`config.mk`:
```
export PLATFORM = sky130hd
export DESIGN_NAME = instance_norm_stream
export DESIGN_NICKNAME = d
export VERILOG_FILES = /design/src/rtl/instance_norm_stream.sv
export SDC_FILE = /design/constraint.sdc
export NUM_CORES = 2
export LEC_CHECK = 0
export BUFFER_PORTS_ARGS = -buffer_cell sky130_fd_sc_hd__buf_2
export CORE_ASPECT_RATIO = 1.25
export CORE_MARGIN = 8
export CORE_UTILIZATION = 40
export CTS_CLUSTER_SIZE = 10
export DETAILED_ROUTE_END_ITERATION = 10
export GPL_TIMING_DRIVEN = 0
export SLEW_MARGIN = 20
export SYNTH_ARGS = -nofsm -noshare
export SYNTH_HDL_FRONTEND = slang
export SYNTH_SLANG_ARGS = --single-unit
```
`constraint.sdc`:
```
create_clock -name clk -period 10.2 [get_ports clk]
set_input_delay 0.51 -clock clk [delete_from_list [all_inputs] [get_ports clk]]
set_output_delay 0.51 -clock clk [all_outputs]
set_load 0.01 [all_outputs]
```
`src/rtl/instance_norm_stream.sv`:
```
// instance_norm_stream: buffers 2**LOG2_N samples, derives mean/std, replays (x-mean)/std saturated (optional affine: INSTANCE_NORM_AFFINE_EN).
// Latency: last input handshake to first out_valid is 4+DATA_W+2*FRAC cycles, one more with INSTANCE_NORM_AFFINE_EN.
// Backpressure: in_ready only while accumulating; output pipeline freezes while out_valid && !out_ready.
module instance_norm_stream #(
   parameter int DATA_W = 16,
   parameter int FRAC   = 8,
   parameter int LOG2_N = 6,
   parameter int EPS    = 1
) (
   input  logic              clk,
   input  logic              rst,
   input  logic              in_valid,
   output logic              in_ready,
   input  logic [DATA_W-1:0] in_data,
   output logic              out_valid,
   input  logic              out_ready,
   output logic [DATA_W-1:0] out_data,
   output logic              out_last,
   output logic [DATA_W-1:0] stat_mean,
`ifdef INSTANCE_NORM_AFFINE_EN
   output logic [DATA_W-1:0] stat_std,
   input  logic [DATA_W-1:0] gamma,
   input  logic [DATA_W-1:0] beta
`else
   output logic [DATA_W-1:0] stat_std
`endif
);

   localparam int N      = 2**LOG2_N;
   localparam int SUM_W  = DATA_W + LOG2_N;
   localparam int SQ_W   = 2*DATA_W + LOG2_N;
   localparam int VAR_W  = 2*DATA_W;
   localparam int R_W    = 2*FRAC + 1;
   localparam int P_W    = DATA_W + R_W + 2;
   localparam int A_W    = P_W + DATA_W;
   localparam int STEP_W = $clog2(DATA_W + R_W + 1);

   localparam logic [2:0] ST_ACCUM = 3'd0;
   localparam logic [2:0] ST_STATS = 3'd1;
   localparam logic [2:0] ST_SQRT  = 3'd2;
   localparam logic [2:0] ST_DIV   = 3'd3;
   localparam logic [2:0] ST_EMIT  = 3'd4;

   logic [2:0]               state;
   logic [LOG2_N-1:0]        cnt;
   logic signed [SUM_W-1:0]  sum;
   logic [SQ_W-1:0]          sumsq;
   logic [VAR_W-1:0]         rad;
   logic [DATA_W+1:0]        rem;
   logic [DATA_W-1:0]        root;
   logic [STEP_W-1:0]        step;
   logic [DATA_W-1:0]        drem;
   logic [R_W-1:0]           dq;
   logic [LOG2_N:0]          rd_idx;
   logic [DATA_W-1:0]        buf_mem [N];

   function automatic logic [DATA_W-1:0] sat_dw(input logic signed [A_W-1:0] v);
      logic [A_W-DATA_W:0] hi;
      hi = v[A_W-1:DATA_W-1];
      if (&hi || ~|hi)
         return v[DATA_W-1:0];
      else if (v[A_W-1])
         return {1'b1, {(DATA_W-1){1'b0}}};
      else
         return {1'b0, {(DATA_W-1){1'b1}}};
   endfunction

   // accumulate
   logic signed [DATA_W-1:0] x_in;
   logic signed [VAR_W-1:0]  x_w, x_sq;
   assign x_in = in_data;
   assign x_w  = VAR_W'(x_in);
   assign x_sq = x_w * x_w;

   // statistics; a floored mean can make the raw variance slightly negative
   logic signed [DATA_W-1:0] mean_w;
   logic signed [VAR_W-1:0]  mean_x, mean_sq;
   logic [SQ_W-1:0]          msq;
   logic signed [SQ_W:0]     var_d;
   logic [VAR_W-1:0]         var_c;
   assign mean_w  = DATA_W'(sum >>> LOG2_N);
   assign mean_x  = VAR_W'(mean_w);
   assign mean_sq = mean_x * mean_x;
   assign msq     = sumsq >> LOG2_N;
   assign var_d   = $signed({1'b0, msq}) - (SQ_W+1)'(mean_sq);
   assign var_c   = var_d[SQ_W] ? '0 : VAR_W'(var_d) + VAR_W'(EPS);

   // restoring square root, two radicand bits per step
   logic [DATA_W+3:0] rem_n, trial, rem_sub;
   logic              sq_ge;
   assign rem_n   = {rem, rad[VAR_W-1 -: 2]};
   assign trial   = {2'b00, root, 2'b01};
   assign sq_ge   = rem_n >= trial;
   assign rem_sub = rem_n - trial;

   // restoring division 2^(2*FRAC) / std; dq shifts dividend out and quotient in
   logic [DATA_W:0]   drem_n, drem_sub;
   logic              dv_ge;
   assign drem_n   = {drem, dq[R_W-1]};
   assign dv_ge    = drem_n >= {1'b0, stat_std};
   assign drem_sub = drem_n - {1'b0, stat_std};

   // replay
   logic signed [DATA_W-1:0] x_rd;
   logic signed [DATA_W:0]   diff;
   logic signed [P_W-1:0]    diff_x, rcp_x, prod, ysh;
   logic                     adv, load, last_rd, last_hs;
   assign x_rd    = buf_mem[rd_idx[LOG2_N-1:0]];
   assign diff    = (DATA_W+1)'(x_rd) - (DATA_W+1)'($signed(stat_mean));
   assign diff_x  = P_W'(diff);
   assign rcp_x   = P_W'($signed({1'b0, dq}));
   assign prod    = diff_x * rcp_x;
   assign ysh     = prod >>> FRAC;
   assign adv     = !out_valid || out_ready;
   assign load    = (state == ST_EMIT) && !rd_idx[LOG2_N];
   assign last_rd = (rd_idx[LOG2_N-1:0] == '1);
   assign last_hs = out_valid && out_ready && out_last;

   assign in_ready = (state == ST_ACCUM);

`ifdef INSTANCE_NORM_AFFINE_EN
   logic [DATA_W-1:0]     gamma_q, beta_q;
   logic                  s1_vld, s1_last;
   logic signed [P_W-1:0] s1_dat;
   logic signed [A_W-1:0] aff_mul, aff_sum;
   assign aff_mul = A_W'(s1_dat) * A_W'($signed(gamma_q));
   assign aff_sum = (aff_mul >>> FRAC) + A_W'($signed(beta_q));
`endif

   always_ff @(posedge clk) begin
      if (in_valid && in_ready)
         buf_mem[cnt] <= in_data;
   end

   always_ff @(posedge clk) begin
      if (rst) begin
         state     <= ST_ACCUM;
         cnt       <= '0;
         sum       <= '0;
         sumsq     <= '0;
         rad       <= '0;
         rem       <= '0;
         root      <= '0;
         step      <= '0;
         drem      <= '0;
         dq        <= '0;
         rd_idx    <= '0;
         stat_mean <= '0;
         stat_std  <= '0;
         out_valid <= 1'b0;
         out_data  <= '0;
         out_last  <= 1'b0;
`ifdef INSTANCE_NORM_AFFINE_EN
         gamma_q   <= '0;
         beta_q    <= '0;
         s1_vld    <= 1'b0;
         s1_last   <= 1'b0;
         s1_dat    <= '0;
`endif
      end else begin
         case (state)
            ST_ACCUM: if (in_valid) begin
               cnt   <= cnt + 1'b1;
               sum   <= sum + SUM_W'(x_in);
               sumsq <= sumsq + SQ_W'(x_sq);
               if (cnt == '1)
                  state <= ST_STATS;
            end
            ST_STATS: begin
               stat_mean <= mean_w;
               rad       <= var_c;
               rem       <= '0;
               root      <= '0;
               step      <= '0;
               state     <= ST_SQRT;
            end
            ST_SQRT: begin
               rad  <= rad << 2;
               rem  <= sq_ge ? (DATA_W+2)'(rem_sub) : (DATA_W+2)'(rem_n);
               root <= {root[DATA_W-2:0], sq_ge};
               step <= step + 1'b1;
               if (step == STEP_W'(DATA_W-1)) begin
                  stat_std <= {root[DATA_W-2:0], sq_ge};
                  drem     <= '0;
                  dq       <= {1'b1, {(R_W-1){1'b0}}};
                  step     <= '0;
                  state    <= ST_DIV;
               end
            end
            ST_DIV: begin
               drem <= dv_ge ? DATA_W'(drem_sub) : DATA_W'(drem_n);
               dq   <= {dq[R_W-2:0], dv_ge};
               step <= step + 1'b1;
               if (step == STEP_W'(R_W-1)) begin
                  rd_idx <= '0;
                  state  <= ST_EMIT;
`ifdef INSTANCE_NORM_AFFINE_EN
                  gamma_q <= gamma;
                  beta_q  <= beta;
`endif
               end
            end
            ST_EMIT: if (last_hs) begin
               cnt   <= '0;
               sum   <= '0;
               sumsq <= '0;
               state <= ST_ACCUM;
            end
            default: state <= ST_ACCUM;
         endcase

`ifdef INSTANCE_NORM_AFFINE_EN
         if (adv) begin
            s1_vld <= load;
            if (load) begin
               s1_dat  <= ysh;
               s1_last <= last_rd;
            end
            out_valid <= s1_vld;
            out_last  <= s1_vld && s1_last;
            if (s1_vld)
               out_data <= sat_dw(aff_sum);
         end
`else
         if (adv) begin
            out_valid <= load;
            out_last  <= load && last_rd;
            if (load)
               out_data <= sat_dw(A_W'(ysh));
         end
`endif
         if (adv && load)
            rd_idx <= rd_idx + 1'b1;
      end
   end

endmodule

```
[Word level (Yosys, flattened, before mapping)]
Memory sizes are Yosys's and may differ from the RTL's. A register that Yosys moved wholly into a read port is not among the register bits.
Cells that the tools add are included.
Storage, ports and cells
  register bits after elaboration: 231
  bits in latches: 0
  bits in writable memories: 1024
  ROM bits: 0
  logic and storage cells: 107
  memories kept: 1
Memories
  buf_mem: words 64, width 16, read ports 1, clocked after memory_dff 1, wr ports 1, RTL line 55  | logic [DATA_W-1:0] buf_mem [N];
Cells by class
  add/subtract/negate cells: 10
  multiply operators: 3
  div/mod/pow operators: 0
  order comparisons: 2
  equal/unequal tests: 13
  shift-type cells: 0
  mux-type cells: 36
  bitwise operators: 0
  reductions and logical operators: 26
Operators with widths (count)
  $mux 38: 2
  $pmux 38 s2: 1
  $mul 16x16->32: 2
  $mux 16: 4
  $pmux 16 s2: 2
  $pmux 32 s2: 1
  $mux 22: 2
  $pmux 22 s2: 1
  $add 38x38->38: 1
  $pmux 18 s2: 1
  $mul 17x18->35: 1
  $pmux 17 s2: 1
  $sub 33x32->34: 1
  $add 32x1->32 const B: 1
  $mux 32: 1
  $mux 6: 5
  $add 22x16->22: 1
  $mux 7: 3
  $ge 20x18->1: 1
  $mux 18: 1
  $pmux 6 s3: 1
  $sub 18x18->18: 1
  $ge 17x16->1: 1
  $mux 17: 1
  other kinds (27): 53

[Logic depth before layout (Yosys ltp)]
  depth after elaboration: 7
  gate-level depth with buffers: 45

[Least setup slack after synthesis]
Ideal clock, no wire load.
  path kind: register to register
  start: register (tool-made name)
  end: register out_data[5]
  setup time: 0.086 ns
  data arrival time: 11.181 ns
  slack: -1.067 ns
  stages on the path, launching flop included: 43
  period minus slack after synthesis: 11.267 ns
  cells stage by stage: dfxtp_1 > clkbuf_1 > buf_1 > buf_1 > mux4_2 > mux4_2 > mux4_2 > ha_1 > a21oi_1 > a21boi_0 > o21ai_0 > a21boi_0 > o21ai_0 > a21boi_0 > o31a_1 > o21ai_0 > a211oi_1 > o41a_1 > (+7 left out) > fa_1 > fa_1 > inv_1 > fa_1 > inv_1 > ha_1 > and4_1 > nand3_1 > a211oi_1 > or3_1 > a31oi_4 > a31oi_1 > a21o_1 > a22o_1 > nor4_4 > buf_2 > o21ai_0 > a211oi_1
RTL lines
  end signal: assignment: RTL line 229  | out_data <= sat_dw(A_W'(ysh));
  end: declaration: RTL line 17  | output logic [DATA_W-1:0] out_data,

==> flow_summary.toml <==
[logic_synthesis]
syn-instance-count = 6594
synth_fp_nets = 7801
synth_async_sr_flop_share_pct = 0
synth_area_per_cell_um2 = 12.6
synth-seq-area-share_pct = 42.8
netlist-cell-type-count = 87
synth_ff_type = "edfxtp_1"
synth-edff-count = 1024
synth_top_cells_by_area = "edfxtp_1, fa_1, mux4_2, ha_1, dfxtp_1"
synth.most_common_cell = "edfxtp_1"
synth_common_cells = "edfxtp_1, inv_1, fa_1"
yosys.area.top_type = "edfxtp_1"
post-synth-top-area-fraction_pct = 37.1
yosys_warnings = 0
synth.cell_area_um2 = 82900
postSynthRegisterBits = 1261

[critical_path]
cp_slowest_cell = "fa_1"
path_class = "flip-flop to flip-flop"
cp-start-kind = "flip-flop"
cpMostUsedCell = "fa_1"
arrival_time_worst_endpoint_ns = 11.90
endpoint_kind = "flip-flop"
critical_path_peak_fanout = 6
cpPeakStageDelay_ns = 0.57
critPathRequiredTime_ns = 10.88

[floorplanning]
die_width_um = 423
rows = 187
floorplan.core_area_um2 = 207000
floorplan.io_pins = 71
floorplan.initialDensity_pct = 40.1
die-area_um2 = 222000
die_height_um = 525

[cts]
clock_tree_root_driver_cell = "clkbuf_16"
worst_skew_pair.late_latency_ns = 0.79
h-tree-depth = 4
worst_setup_hold_path_clk_slew_ns = 0.05
cts_hold_buffers = 0
bufs_on_longest_clock_path = 3
cts_tree = "yes"
cts-buffers-inserted = 147
clkSinkCount = 1261

[layout]
area.growth.synth_to_final_pct = 13.0
layout.nets = 8143
instances_no_fill = 9726
drive_above_1_share_pct = 13.9

[placement]
place.detailed.instances = 9477
io_buffers = 69
dpl.hpwl_um = 166000
post-place-ws_ns = -3.34
gp_congestion = 0.917

[worst_hold_path]
hold_path.class = "input port to flip-flop"
worst_hold_startpoint = "out_ready"

[timing]
timing.hold.ws_ns = 0.0868
finalWorstPathRequiredPeriod_ns = 11.23
fin_crit_sh_pct = 110
fin_tns_setup_ns = -14.84
rsz0062_at_grt = "yes"
final_critical_path_setup_slack_ns = -1.03
relSlewSlack_pct = 28.1
final.setup_skew_ns = 0.0439
slew_viols_final = 0
worst_pin_slew_ns = 1.08
setup-violations-final = 16
achievable-frequency_mhz = 89.1
hold_violations = 0

[flow_run]
max_cap_violations = 0

[drt]
route.vias.total = 52400
dr.pass1.iters = 6
drt.antenna.violating_nets = 0
drt_iter0_drc = 3972
post_drt_via_cell_ratio = 5.39
post-route-drc-count = 0
drt_total_wl_um = 219000
route.detailed.wl_per_inst_um = 22.5

[global_route]
first_global_vias = 55300
grt_antenna_before_repair = 13
globalRoute.totalOverflow = 0
grt_max_degree = 73
grt_pass1_wl_um = 333000
grt.total_usage_pct = 19.4

[run_status]
status = "complete, but fails checks"
violations = "setup timing"
path summary, 6_finish.rpt:
path | to | slack, ns | cells after the start
max | out_data[11] | -1.03 | 47
min | out_last | 0.09 | 3
min reg2reg | rd_idx[6] | 0.48 | 2
max reg2reg | out_data[11] | -1.03 | 47
per-layer routing:
metal	vias up	part of all wire (%)	GRT usage, %
li1	23400	-	-
met1	27100	40	23.8
met2	1483	51	34.7
met3	411	5.1	2.85
met4	8	4.0	7.11
met5	-	0.023	0
registers in the layout, summed over array words and instances, names as in the netlist, named ones only:
register / cells
buf_mem: 1024
sumsq: 38
rad: 32
sum: 22
rem: 18
dq: 17
drem: 16
out_data: 16
root: 16
stat_mean: 16
stat_std: 16
rd_idx: 7
cnt: 6
step: 6
state: 3
out_last: 1
out_valid: 1
layout by cell type (no fill, tap or decap), drive strengths merged, types with 138 or more instances in the layout:
cell type / count
mux4: 336
and2: 194
dfxtp: 237
nor2: 376
nand2: 517
buf: 241
a21oi: 218
fa: 757
o21ai: 138
edfxtp: 1024
ha: 430
inv: 1019
clkbuf: 409
worst max-delay path: cells and delay by family (launching register included):
family	cells	cell delay, ns
AOI/OAI and AO/OA	13	2.58
and+or+nand+nor	8	1.35
buffers and inverters	14	1.85
DFF	1	0.37
adders and majority gates	8	3.38
muxes	4	1.58
stage by stage:
step	instance area (um2)	utilization, %
after floorplan	83100	-
after global placement	86900	42.0
after global routing	93700	45.3
after detailed placement	88100	42.6
after CTS	93400	45.1
final	93700	45.3
cells by family after synthesis:
group | after synthesis | synth area share (%)
compound gates | 755 | 6.02
mux | 362 | 9.45
xor+xnor | 212 | 2.24
simple gates | 1521 | 8.77
buf+inv | 1296 | 5.89
flops | 1261 | 42.8
fa+ha+maj | 1187 | 24.8
cell type report:
type                            instances  area, um2
Buffer                                274       1620
Tap cell                             2740       3430
Inverter                             1017       3820
Sequential cell                      1261      35500
Clock buffer                          180       3920
Fill cell                           18700     113000
Clock inverter                         16        330
Antenna cell                            3       7.51
Timing Repair Buffer                  198       1880
Multi-Input combinational cell       4037      43100
repair_timing:
action | in CTS | in global routing
setup endpoints to repair | 16 | 36
pin swaps | 41 | 38
cloned | 3 | 1
resized for setup | 196 | 58
buffers inserted | 37 | 14
Power is left out: the tool's default activity adds up to more than one toggle a clock period on the data nets, which glitch-free logic cannot reach.
